### src/rtl/ro_pair_counter.sv
// rtl/ro_pair_counter.sv - ring-oscillator pair edge counter producing one PUF response bit
// Enables both oscillators, counts their rising edges over a fixed clk window, compares.
module ro_pair_counter #(
    parameter int CNT_WIDTH = 16,
    parameter int WINDOW    = 1024,
    parameter int SETTLE    = 4
) (
    input  logic                 clk,
    input  logic                 rst,
    input  logic                 start,
    input  logic                 ro_a,
    input  logic                 ro_b,
    output logic                 ro_enable,
    output logic                 busy,
    output logic                 done,
    output logic [CNT_WIDTH-1:0] count_a,
    output logic [CNT_WIDTH-1:0] count_b,
    output logic                 response,
    output logic                 tie
);

    localparam int TMAX = (WINDOW > SETTLE) ? WINDOW : SETTLE;
    localparam int TW   = $clog2(TMAX) + 1;
    localparam logic [CNT_WIDTH-1:0] CNT_MAX = '1;

    typedef enum logic [1:0] {
        ST_IDLE,
        ST_SETTLE,
        ST_COUNT,
        ST_DONE
    } state_t;

    state_t state;
    state_t state_next;

    // bit 0 = first sync flop, bit 1 = second sync flop, bit 2 = history
    logic [2:0] sh_a;
    logic [2:0] sh_b;
    logic       edge_a;
    logic       edge_b;

    logic [TW-1:0]        timer;
    logic                 settle_end;
    logic                 window_end;
    logic [CNT_WIDTH-1:0] cnt_a;
    logic [CNT_WIDTH-1:0] cnt_b;
    logic [CNT_WIDTH-1:0] cnt_a_next;
    logic [CNT_WIDTH-1:0] cnt_b_next;

    assign edge_a     = sh_a[1] & ~sh_a[2];
    assign edge_b     = sh_b[1] & ~sh_b[2];
    assign settle_end = (timer == TW'(SETTLE - 1));
    assign window_end = (timer == TW'(WINDOW - 1));
    assign cnt_a_next = (edge_a && cnt_a != CNT_MAX) ? cnt_a + CNT_WIDTH'(1) : cnt_a;
    assign cnt_b_next = (edge_b && cnt_b != CNT_MAX) ? cnt_b + CNT_WIDTH'(1) : cnt_b;

    always_ff @(posedge clk or posedge rst) begin
        if (rst) begin
            state <= ST_IDLE;
        end else begin
            state <= state_next;
        end
    end

    // Control outputs decode straight from the state so reset drops ro_enable immediately.
    always_comb begin
        state_next = state;
        ro_enable  = 1'b0;
        busy       = 1'b1;
        done       = 1'b0;
        case (state)
            ST_IDLE: begin
                busy = 1'b0;
                if (start) begin
                    state_next = ST_SETTLE;
                end
            end
            ST_SETTLE: begin
                ro_enable = 1'b1;
                if (settle_end) begin
                    state_next = ST_COUNT;
                end
            end
            ST_COUNT: begin
                ro_enable = 1'b1;
                if (window_end) begin
                    state_next = ST_DONE;
                end
            end
            ST_DONE: begin
                done       = 1'b1;
                state_next = ST_IDLE;
            end
            default: state_next = ST_IDLE;
        endcase
    end

    always_ff @(posedge clk or posedge rst) begin
        if (rst) begin
            sh_a <= '0;
            sh_b <= '0;
        end else begin
            sh_a <= {sh_a[1:0], ro_a};
            sh_b <= {sh_b[1:0], ro_b};
        end
    end

    always_ff @(posedge clk or posedge rst) begin
        if (rst) begin
            timer    <= '0;
            cnt_a    <= '0;
            cnt_b    <= '0;
            count_a  <= '0;
            count_b  <= '0;
            response <= 1'b0;
            tie      <= 1'b0;
        end else begin
            if ((state == ST_SETTLE || state == ST_COUNT) && state_next == state) begin
                timer <= timer + TW'(1);
            end else begin
                timer <= '0;
            end

            if (state == ST_COUNT) begin
                cnt_a <= cnt_a_next;
                cnt_b <= cnt_b_next;
            end else begin
                cnt_a <= '0;
                cnt_b <= '0;
            end

            // Results load on the final window edge so they are already valid while done is high.
            if (state == ST_COUNT && window_end) begin
                count_a  <= cnt_a_next;
                count_b  <= cnt_b_next;
                response <= (cnt_a_next > cnt_b_next);
                tie      <= (cnt_a_next == cnt_b_next);
            end
        end
    end

endmodule

### config.mk
export PLATFORM = sky130hd
export DESIGN_NAME = ro_pair_counter
export DESIGN_NICKNAME = d
export VERILOG_FILES = /design/src/rtl/ro_pair_counter.sv
export SDC_FILE = /design/constraint.sdc
export NUM_CORES = 1
export LEC_CHECK = 0
export BUFFER_PORTS_ARGS = -buffer_cell sky130_fd_sc_hd__buf_4
export CAP_MARGIN = 20
export CORE_MARGIN = 2
export CORE_UTILIZATION = 54
export DETAILED_ROUTE_END_ITERATION = 7
export PLACE_DENSITY = 0.76
export SYNTH_ARGS = -nofsm -noshare
export SYNTH_HDL_FRONTEND = slang
export SYNTH_SLANG_ARGS = --single-unit
### constraint.sdc
create_clock -name clk -period 7.31 [get_ports clk]
set_input_delay 0.3655 -clock clk [delete_from_list [all_inputs] [get_ports clk]]
set_output_delay 0.3655 -clock clk [all_outputs]
set_load 0.05 [all_outputs]
==> reports/metrics.csv <==
metric,value,unit
status,finished clean,
end_kind,register,
dieWidth,92.3,um
cts_hold_buf,0,
nets,492,
num_antenna_cells,0,
start_kind,register,
synth_compound_area_share,8.52,%
cts_tree,yes,
ant_nets,0,
cts_made_buffers,9,
slew_headroom,31.8,%
yosys.area.top_type,dfrtp_1,
hpwl,6290,um
synth_simple_gate_area_share,20.8,%
critPathArrivalTime,3.82,ns
rsz0062_at_grt,false,
fin_ws,3.74,ns
synthCells,421,
avgSynthCellArea,10.0,um^2
clkSinkCount,85,
drt_wl_total,9210,um
cts_max_level,3,
viasPerCell,5.64,
tightest_slew,1.02,ns
synth_area,0.00421,mm^2
dpl.cell_count,553,
drc,0,
cp_common_cell,a21o_1,
critPathTopFamily,compound AO/OA/AOI/OAI gates,
place_congestion,0.922,
r2r-start,cnt_a[13]$_DFF_PP0_,
crit_chain,and4_1 -> and2_1 -> a2111oi_2 -> nand3_1 -> xor2_1 -> inv_1 -> ha_1 -> a21o_1 -> a21o_1 -> a21oi_1 -> o21ai_0 -> a2111o_1 -> and3_1,
synth_warnings,0,
grt_pass1_vias,3189,
cts_resized,0,
power_density,234,mW/mm^2
fmax,280,MHz
final_cell_mix,"dfrtp_1, nor2_1, nand2_1, buf_4",
netlist.area_leader.share,50.5,%
start_util,55.1,%
area_delta_synth_final,15.9,%
dieArea,0.00853,mm^2
tns,0,ns
finalCritPeriodShare,48.8,%
yosys_register_bits,85,
required,7.56,ns
r2r_end,response$_DFFE_PP0P_,
layout_commonest_cell,dfrtp_1,
r2r_slack,3.74,ns
power,0.00114,W
netlist-cell-type-count,45,
cpMaxStageDelayCell,a2111oi_2,
ios,42,
muxShareOfSynthArea,2.82,%
ff2ff_path_depth,13,
ir_drop,0.139,mV
first_pass_iters,4,
post-cts-setup-buffer-count,0,
die_y,92.3,um
finalCriticalPeriod,3.57,ns
antenna_found_initial,0,
synth_fa_ha_area_share,6.83,%
grt_first_pass_wirelength,15400,um
finClkSkew,0.0102,ns
slew_violations,0,
syn_nets,449,
grt_usage,23.2,%
synth_xor_area_share,7.07,%
ys_async_sr_fraction,100,%
synth_edf_count,0,
setup_viol,0,
drive_gt1_share,14.7,%
ys.flop_type,dfrtp_1,
grt_max_degree,86,
insertion_delay,0.36,ns
hold_class,primary input to asynchronous set/reset pin,
drtIter0Drc,237,
path_buf_inv,1,
grt-ovfl-total,0,
power_leakage,2.39,nW
hold_viol_final,0,
crit_type,register to register,
synth_top_family_by_area,simple AND/OR/NAND/NOR gates,
synthTopCellsByArea,"dfrtp_1, ha_1, nor2_1, nand2_1, xnor2_1",
wire_per_inst,16.1,um
cts_buffer_depth,2,
clk_pin_slew,0.08,ns
clockRootBuffer,clkbuf_8,
max_cap_viol_count,0,
path_max_fanout,6,
ys_seq_area_share,50.5,%
final_cell_count_no_fill,570,
io_buffers,41,
core,0.00765,mm^2
post-place-ws,3.91,ns
cpPeakStageDelay,0.52,ns
rows,32,
vias,3214,
[final cells by class]
cell class / instances / area (um^2)
clock inverter: 4 / 97.6
multi-input combinational: 300 / 1940
tap: 102 / 128
inverter: 24 / 91.3
fill: 618 / 2760
timing repair buffer: 44 / 370
sequential: 85 / 2130
clock buffer: 11 / 131
[power by group]
| group | leakage (nW) | switching [W] | internal (W) |
|---|---|---|---|
| logic | 1.15 | 0.000131 | 0.0000852 |
| clock network | 0.110 | 0.000164 | 0.000225 |
| registers | 1.13 | 0.0000383 | 0.000501 |
[synth_stat cells, types with 6 or more instances]
library cell,number
and3_1,8
o21ai_0,23
nand3_1,15
nor3_1,6
dfrtp_1,85
clkbuf_1,9
ha_1,23
xnor2_1,18
xor2_1,16
nand4_1,18
inv_1,24
and2_1,6
o21ai_1,9
nor2_1,52
nand2_1,42
[how the worst max path moves through the flow]
stage	start	cells after the start	end	slack [ns]
2_1_floorplan	cnt_a[12]$_DFF_PP0_	13	response$_DFFE_PP0P_	4.24
3_3_place_gp	cnt_b[0]$_DFF_PP0_	13	response$_DFFE_PP0P_	4.03
3_5_place_dp	cnt_a[13]$_DFF_PP0_	13	response$_DFFE_PP0P_	3.91
4_1_cts	cnt_a[13]$_DFF_PP0_	13	response$_DFFE_PP0P_	3.87
5_1_grt	cnt_a[13]$_DFF_PP0_	13	response$_DFFE_PP0P_	3.51
6_report	cnt_a[13]$_DFF_PP0_	13	response$_DFFE_PP0P_	3.74
[registers in the layout (all words and copies together), names as in the netlist]
name and cells:
sh_a 3, sh_b 3, count_a 16, timer 11, cnt_a 16, tie 1
count_b 16, cnt_b 16, response 1, state 2
[logic make-up after synthesis]
| logic type | Yosys count |
|---|---|
| flops | 85 |
| fa+ha+maj | 23 |
| simple gates | 175 |
| compound gates | 58 |
| mux | 10 |
| buf+inv | 36 |
| xor+xnor | 34 |
[layer usage]
metal | wire length [um] | GRT usage (%) | vias up | share of wire (%)
met1 | 4040 | 30.0 | 1582 | 44
met2 | 4590 | 38.6 | 83 | 50
met3 | 433 | 4.23 | 16 | 4.7
met4 | 142 | 9.70 | 0 | 1.5
met5 | 0 | 0 | - | 0
li1 | - | - | 1533 | -
[worst min-delay path, cell delays in order]
cell and delay (ns):
buf_4 0.11, clkinv_2 0.03, buf_4 0.26
[stage by stage]
step                      area, um^2  hold WS, ns  utilization, %
after global routing            4880       0.0462            63.9
final                           4880       0.0194            63.9
after global placement          4600        0.336            60.2
after detailed placement        4600        0.339            60.2
after floorplan                 4210        0.331               -
after CTS                       4830        0.103            63.2
No activity file was read; power rests on OpenSTA's default activity.
